### config.mk
export PLATFORM = sky130hd
export DESIGN_NAME = instr_fetch_queue
export DESIGN_NICKNAME = d
export VERILOG_FILES = /design/src/rtl/instr_fetch_queue.sv
export SDC_FILE = /design/constraint.sdc
export NUM_CORES = 1
export LEC_CHECK = 0
export ABC_CLOCK_PERIOD_IN_PS = 2100
export CORE_ASPECT_RATIO = 0.6
export CORE_MARGIN = 4
export CORE_UTILIZATION = 50
export CTS_BUF_LIST = sky130_fd_sc_hd__clkbuf_8 sky130_fd_sc_hd__clkbuf_16
export DETAILED_ROUTE_END_ITERATION = 10
export GPL_ROUTABILITY_DRIVEN = 0
export GPL_TIMING_DRIVEN = 0
export PLACE_DENSITY = 0.76
export SLEW_MARGIN = 20
export SYNTH_ARGS = -nofsm -noshare
export SYNTH_HDL_FRONTEND = slang
export SYNTH_SLANG_ARGS = --single-unit
### constraint.sdc
create_clock -name clk -period 2.1 [get_ports clk]
set_input_delay 0.315 -clock clk [delete_from_list [all_inputs] [get_ports clk]]
set_output_delay 0.315 -clock clk [all_outputs]
set_load 0.05 [all_outputs]
### src/rtl/instr_fetch_queue.sv
// Byte-stream instruction assembler with opcode screening, feeding a small FIFO
// that presents instructions to the compute unit over valid/ready.
module instr_fetch_queue #(
  parameter int unsigned DEPTH = 4
) (
  input  logic                         clk,
  input  logic                         rst,
  input  logic                         flush,
  input  logic [7:0]                   byte_in,
  input  logic                         byte_valid,
  output logic                         byte_ready,
  output logic [15:0]                  instr_out,
  output logic                         instr_valid,
  input  logic                         instr_ready,
  output logic [$clog2(DEPTH+1)-1:0]   count,
  output logic                         opcode_err
);

  localparam int unsigned PW = $clog2(DEPTH);
  localparam int unsigned CW = $clog2(DEPTH + 1);

  typedef enum logic {
    S_HI = 1'b0,
    S_LO = 1'b1
  } state_t;

  state_t          state, state_nxt;
  logic [7:0]      hi_reg;
  logic [15:0]     mem [DEPTH];
  logic [PW-1:0]   wr_ptr, rd_ptr;
  logic [CW-1:0]   count_q;
  logic            err_q;

  logic            byte_acc;
  logic [15:0]     word;
  logic            push;
  logic            drop;
  logic            pop;

  // Assembler next-state, byte handshake and push/drop decode
  always_comb begin
    state_nxt  = state;
    byte_ready = 1'b1;
    byte_acc   = 1'b0;
    push       = 1'b0;
    drop       = 1'b0;
    word       = {hi_reg, byte_in};

    if (state == S_LO) begin
      byte_ready = (count_q != CW'(DEPTH));
    end
    byte_acc = byte_valid && byte_ready;

    case (state)
      S_HI: begin
        if (byte_acc) begin
          state_nxt = S_LO;
        end
      end
      S_LO: begin
        if (byte_acc) begin
          state_nxt = S_HI;
          // Opcodes 8..F are undefined: bit 15 alone identifies them
          if (word[15]) begin
            drop = 1'b1;
          end else begin
            push = 1'b1;
          end
        end
      end
      default: state_nxt = S_HI;
    endcase
  end

  assign instr_valid = (count_q != '0);
  assign pop         = instr_valid && instr_ready;
  assign instr_out   = instr_valid ? mem[rd_ptr] : 16'h0000;
  assign count       = count_q;
  assign opcode_err  = err_q;

  // Assembler state and held high byte
  always_ff @(posedge clk or posedge rst) begin
    if (rst) begin
      state  <= S_HI;
      hi_reg <= 8'h00;
    end else if (flush) begin
      state  <= S_HI;
    end else begin
      state <= state_nxt;
      if (state == S_HI && byte_acc) begin
        hi_reg <= byte_in;
      end
    end
  end

  // FIFO storage; contents are never visible while empty, so no reset
  always_ff @(posedge clk) begin
    if (push && !flush) begin
      mem[wr_ptr] <= word;
    end
  end

  // FIFO pointers, occupancy and sticky opcode error
  always_ff @(posedge clk or posedge rst) begin
    if (rst) begin
      wr_ptr  <= '0;
      rd_ptr  <= '0;
      count_q <= '0;
      err_q   <= 1'b0;
    end else if (flush) begin
      wr_ptr  <= '0;
      rd_ptr  <= '0;
      count_q <= '0;
      err_q   <= 1'b0;
    end else begin
      if (push) begin
        wr_ptr <= wr_ptr + PW'(1);
      end
      if (pop) begin
        rd_ptr <= rd_ptr + PW'(1);
      end
      if (push && !pop) begin
        count_q <= count_q + CW'(1);
      end else if (pop && !push) begin
        count_q <= count_q - CW'(1);
      end
      if (drop) begin
        err_q <= 1'b1;
      end
    end
  end

endmodule

==> metrics.md <==
| Metric | Value |
|---|---|
| H-tree depth | `3` |
| Worst Setup End Kind | `output port` |
| Ys async rst share | `0.2099` |
| Worst EP arrival | `1860 ps` |
| Max incr delay on CP | `450 ps` |
| Total Routing Usage GR | `0.1841` |
| Drt pass-1 iters | `4` |
| Initial core utilization | `0.5315` |
| Yosys top cell by area | `edfxtp_1` |
| Max Fclk | `460.0 MHz` |
| Mapped Area | `3336 um^2` |
| First-pass GRT wire length | `10710 um` |
| Commonest cells in the netlist | `edfxtp_1, and2_1, dfrtp_1` |
| Outcome | `finished, violations left` |
| CP max stage cell | `dfrtp_2` |
| CTS root buffer | `clkbuf_8` |
| Final min period | `2174 ps` |
| Failing checks | `setup timing` |
| Yosys top cell area share | `0.5761` |
| Max Cap Viol | `0` |
| DRC Markers | `0` |
| Fin worst setup slack | `-73.85 ps` |
| Number of flip-flops in the largest register | `64` |
| Worst Hold Slack | `381.3 ps` |
| CP Capture Point | `instr_out[11]` |
| Placed Area | `3794 um^2` |
| Max transition margin | `0.5174` |
| Final std cells w/o fill | `337` |
| Nets | `268` |
| Dominant synthesized flop cell | `edfxtp_1` |
| Top cell family by delay on the critical path | `simple AND/OR/NAND/NOR gates` |
| Critical Path Source Type | `register` |
| Syn Nets | `202` |
| DP Cell Count | `301` |
| Power per cell area | `~1400 nW/um^2` |
| Synthesis-stage register bit count | `81` |
| Aggregate global routing overflow | `0` |
| Clk_skew | `approximately 10 ps` |
| Die Width | `113.4 um` |
| Worst R2R Setup Slack | `-50 ps` |
| IO Count | `35` |
| Clock sink count | `roughly 80` |
| IR drop worst, VDD | `662.3 uV` |
| Gate Count Post-Synth | `183` |
| CORE AREA | `6276 um^2` |
| Post-DRT Antenna Nets | `0` |
| Pin count of the biggest net entering global routing | `18` |
| Total power | `6.120 mW` |
| Post-synth EDFFs | `64` |
| Register area share after synthesis | `0.7037` |
| Worst reg-to-reg path cell count | `9` |
| Slew Viols, Final | `0` |
| Routed via count | `1826` |
| RR Endpoint | `count[2]$_DFFE_PP0P_` |
| Period Utilization, post-route | `1.035` |
| CP Max Fanout | `5` |
| WL/cell | `20.53 um` |
| Area delta synth->final | `33.05%` |
| Rows | `22` |
| LEAKAGE | `1.623 nW` |
| DIE AREA | `8085 um^2` |
| WP depth | `5` |
| Critical path class | `register to output port` |
| Required @ worst endpoint | `1780 ps` |
| Reg-to-reg startpoint | `count[0]$_DFFE_PP0P_` |
| Worst path bufs/invs | `3` |
| Drt first-iter violations | `between 100 and 150` |
| Distinct cells, synth | `30` |
| DR vias/cell | `5.418` |
| Dominant cells by area after synthesis | `edfxtp_1, dfrtp_1, mux4_2, and2_1, mux2_2` |
| Final WL | `6919 um` |
| Hold Buf Count CTS | `0` |
| Slew @ Worst Pin | `723.1 ps` |
| Worst Hold Class | `input port to async pin` |
| Final Setup Violations | `13` |
| Initial antenna violation count | `0` |
| RSZ-0062 raised after global routing | `true` |
| Crit path launch | `count[0]$_DFFE_PP0P_` |
| Die height | `roughly 71 um` |
| Most frequent cell after synthesis | `edfxtp_1` |
| CTS buffer count | `9` |
| Design Area, Final | `4438 um^2` |
| Synthesis Warnings | `0` |
| Avg Cell Area, Syn | `18.23 um^2` |
| Max clock buf depth | `2` |
| Layout cells sized above 1 | `0.4783` |
| Clk slew on worst S/H paths | `about 80 ps` |
| I/O Buffers | `34` |
| CTS tree | `built` |
| Post-DP HPWL | `4014 um` |
| Final Hold Fails | `0` |
| # diodes | `0` |
| Clk_lat worst skew | `350 ps` |
| Number of global-route vias before repair | `1952` |
| CP cell instances | `or3_4 > buf_12 > clkbuf_16 > and2_4 > buf_8` |
cells in the final DEF (no fill, tap or decap), types with 4 or more instances in the layout:
cell type / Yosys / routed
buf_4: 1 / 16
buf_6: 1 / 5
buf_8: 0 / 15
dfrtp_1: 17 / 10
mux4_2: 16 / 16
clkdlybuf4s50_1: 0 / 15
nor2_1: 11 / 10
mux2_2: 10 / 10
inv_1: 7 / 7
ha_1: 5 / 5
and2_4: 0 / 20
buf_12: 0 / 4
dfrtp_2: 0 / 7
clkbuf_8: 0 / 9
edfxtp_1: 64 / 64
where the power goes:
group	total [mW]	switching, mW	internal [mW]
clock network	1.20	0.547	0.656
registers	2.00	0.121	1.88
logic	2.92	1.46	1.46
kinds of logic after synthesis:
group,synth area share
and+or+nand+nor,0.07390
AOI/OAI and AO/OA,0.01613
xor gates and xnor gates,0.01276
muxes,0.1478
DFF,0.7037
buffers and inverters,0.02101
adders and majority gates,0.02476
repair_timing:
action / CTS / global route
endpoints found under the setup margin: 89 / 81
pin swaps: 14 / 8
cloned: 4 / 0
buffers inserted: 11 / 8
gates resized for setup: 171 / 18
routing by layer:
layer | vias to the layer above | wire length, um | GRT usage
met1 | 949 | 3112 | 0.2601
met2 | 48 | 3402 | 0.2828
met5 | - | 0 | 0
met4 | 0 | 74 | 0.06000
li1 | 819 | - | -
met3 | 10 | 330 | 0.04979
through the flow:
| step | worst slack, ps | TNS [ps] | utilization |
|---|---|---|---|
| finish | -73.85 | -544.1 | 0.7071 |
| global route | -112.7 | -1233 | 0.7071 |
| CTS | -84.46 | -537.1 | 0.6896 |
| detailed placement | -687.9 | -51480 | 0.6045 |
| global placement | -620.6 | -45980 | 0.6045 |
| floorplan | 55.47 | 0 | - |
worst min-delay path by stage:
| stage | slack, ps | depth (start not counted) | endpoint |
|---|---|---|---|
| 3_5_place_dp | 490 | 2 | opcode_err$_DFFE_PP0P_ |
| 4_1_cts | 400 | 2 | wr_ptr[1]$_DFFE_PP0P_ |
| 3_3_place_gp | 490 | 2 | opcode_err$_DFFE_PP0P_ |
| 6_report | 380 | 2 | count[1]$_DFFE_PP0P_ |
| 2_1_floorplan | 240 | 1 | hi_reg[0]$_DFFE_PP0P_ |
| 5_1_grt | 440 | 2 | hi_reg[3]$_DFFE_PP0P_ |
layout make-up:
type                    instances  area, um^2
well taps                      84       105.1
clock buffers                   9       123.9
repair buffers                 56       623.1
multi-input cells              87        1018
flip-flops and latches         81        2356
plain buffers                   7       101.3
fillers                       380        1838
clock inverters                 6       83.83
inverters                       7       26.28
Note: power is estimated with default switching activity, not from simulation.
==> edit (same flow settings) <==
Make the reset (`rst`) synchronous in 2 clocked blocks.
--- a/src/rtl/instr_fetch_queue.sv
+++ b/src/rtl/instr_fetch_queue.sv
@@ -80,5 +80,5 @@
 
   // Assembler state and held high byte
-  always_ff @(posedge clk or posedge rst) begin
+  always_ff @(posedge clk) begin
     if (rst) begin
       state  <= S_HI;
@@ -102,5 +102,5 @@
 
   // FIFO pointers, occupancy and sticky opcode error
-  always_ff @(posedge clk or posedge rst) begin
+  always_ff @(posedge clk) begin
     if (rst) begin
       wr_ptr  <= '0;
Behaviour: differs if rst is asserted again (counterexample within 4 cycles, from zero or initial values and one cycle with rst high); with rst held inactive, the same outputs for 10 cycles.
==> edit against the unedited design <==
- the flow still finishes with violations (setup timing)
- critical path depth increased by 4
- setup slack improved by 0.043 ns
- design area decreased by 1.7%
- routed wire length decreased by 9.4%
- sequential cell count increased by 2
- count of clock-buffer cells in the layout increased by 2
- area after synthesis decreased by 0.98%
- critical endpoint is now count[2]$_SDFFE_PP0P_
Power is not compared: it rests on default switching activity, and its combinational part moved more than twofold at a synthesized area within 25%.
==> edit: results (changes against the unedited design) <==
pre-CTS setup slack -0.548 ns (+0.140 ns); failing checks setup timing; sequential share of the synthesized area 0.697 (-0.00671); crit path max fanout 3 (-2); first-pass GRT wire length 10300 µm (-4.1%); r2r startpoint count[2]$_SDFFE_PP0P_; status finished with violations; Filler cells 401 (+5.5%); layout cells sized above 1 0.401 (-0.0775); Switching Fraction 0.215; Final #Nets 277 (+3.4%); HP Class in2reg; PortBufs 33 (-2.9%); worst reg2reg path depth 9 (unchanged); Post-Syn Nets 212 (+5.0%); initial antenna violation count 0 (unchanged); Crit path arrival time 2.40 ns (+0.54 ns); DP Wirelength 3640 µm (-9.2%); largest net degree at the start of global routing 17 (-1); Final WS setup -0.0306 ns (+0.0433 ns); Async SR Flop Fraction 0 (-0.210); DRC marker count from the first detailed-route iteration 90 (-16%); final setup fails 1 (-12); vias 1794 (-1.8%); post-DR wirelength/cell 18.1 µm (-12%); Netlist cell types 26 (-13%); ranking of synthesized cells by area edfxtp_1 58%, dfxtp_1 12%, mux4_2 11%, mux2i_1 3.3%, nor2b_1 3.2%; GRT Util Overall 0.173 (-0.0113); RR Endpoint count[2]$_SDFFE_PP0P_
edit: power by group through the flow:
stage | Clock, mW | Combinational (mW) | Sequential (mW)
2_1_floorplan | 0 | 0.141 | 1.83
3_3_place_gp | 0 | 0.235 | 1.83
3_5_place_dp | 0 | 0.241 | 1.83
4_1_cts | 1.29 | 0.273 | 1.79
5_1_grt | 1.38 | 0.308 | 1.80
6_report | 1.26 | 0.288 | 1.79
edit: repair_timing:
| action | CTS | global route |
|---|---|---|
| setup buffers | 13 | 9 |
| setup endpoints to repair | 82 | 14 |
| pin swaps | 5 | 2 |
| gates cloned | 1 | 0 |
| resized for setup | 130 | 20 |
edit: logic make-up after synthesis:
kind of cell               Yosys count  synth area share
muxes                               27             0.142
adders and majority gates            7            0.0288
AOI/OAI and AO/OA                    6           0.00985
xor gates and xnor gates             3           0.00796
buffers and inverters               16            0.0254
DFF                                 83             0.697
and+or+nand+nor                     50            0.0886
edit: per-stage QoR:
step	hold WS (ns)	instance area (µm²)	std cells
after detailed placement	0.442	3810	309
final	0.410	4360	346
after CTS	0.394	4280	339
after global placement	0.437	3780	309
after floorplan	0.414	3350	192
after global routing	0.416	4360	346
edit: per-layer routing:
| metal | GRT usage | vias up | wire (µm) |
|---|---|---|---|
| met5 | 0 | - | 0 |
| met4 | 0.0640 | 0 | 68 |
| met3 | 0.0513 | 8 | 402 |
| met2 | 0.272 | 41 | 3030 |
| met1 | 0.230 | 896 | 2770 |
| li1 | - | 849 | - |
edit: worst max-delay path, cell delays in order (launching register included):
cell and delay, ns:
dfxtp_4 0.35, nor3b_4 0.15, or3_4 0.40, inv_4 0.07
ha_4 0.13, inv_2 0.03, fa_2 0.33, xor2_1 0.15
or3_1 0.31, a21oi_1 0.14
edit: area by class of cell:
class / count / area, µm² / share of cell area
Buffer: 8 / 80.1 / 0.0183
Clock buffer: 11 / 151 / 0.0347
Clock inverter: 5 / 77.6 / 0.0178
Inverter: 7 / 28.8 / 0.00659
Multi-Input combinational cell: 93 / 1080 / 0.247
Sequential cell: 83 / 2320 / 0.531
Tap cell: 84 / 105 / 0.0241
Timing Repair Buffer: 55 / 529 / 0.121
edit: how the worst max path moves through the flow:
stage	start	endpoint	slack, ns	cells past startpoint
2_1_floorplan	count[2]$_SDFFE_PP0P_	count[2]$_SDFFE_PP0P_	-0.09	10
3_3_place_gp	byte_valid	mem[2][6]$_DFFE_PP_	-0.86	5
3_5_place_dp	byte_valid	mem[1][6]$_DFFE_PP_	-0.55	5
4_1_cts	register	instr_out[14]	-0.09	6
5_1_grt	count[2]$_SDFFE_PP0P_	count[2]$_SDFFE_PP0P_	-0.13	9
6_report	count[2]$_SDFFE_PP0P_	count[2]$_SDFFE_PP0P_	-0.03	9
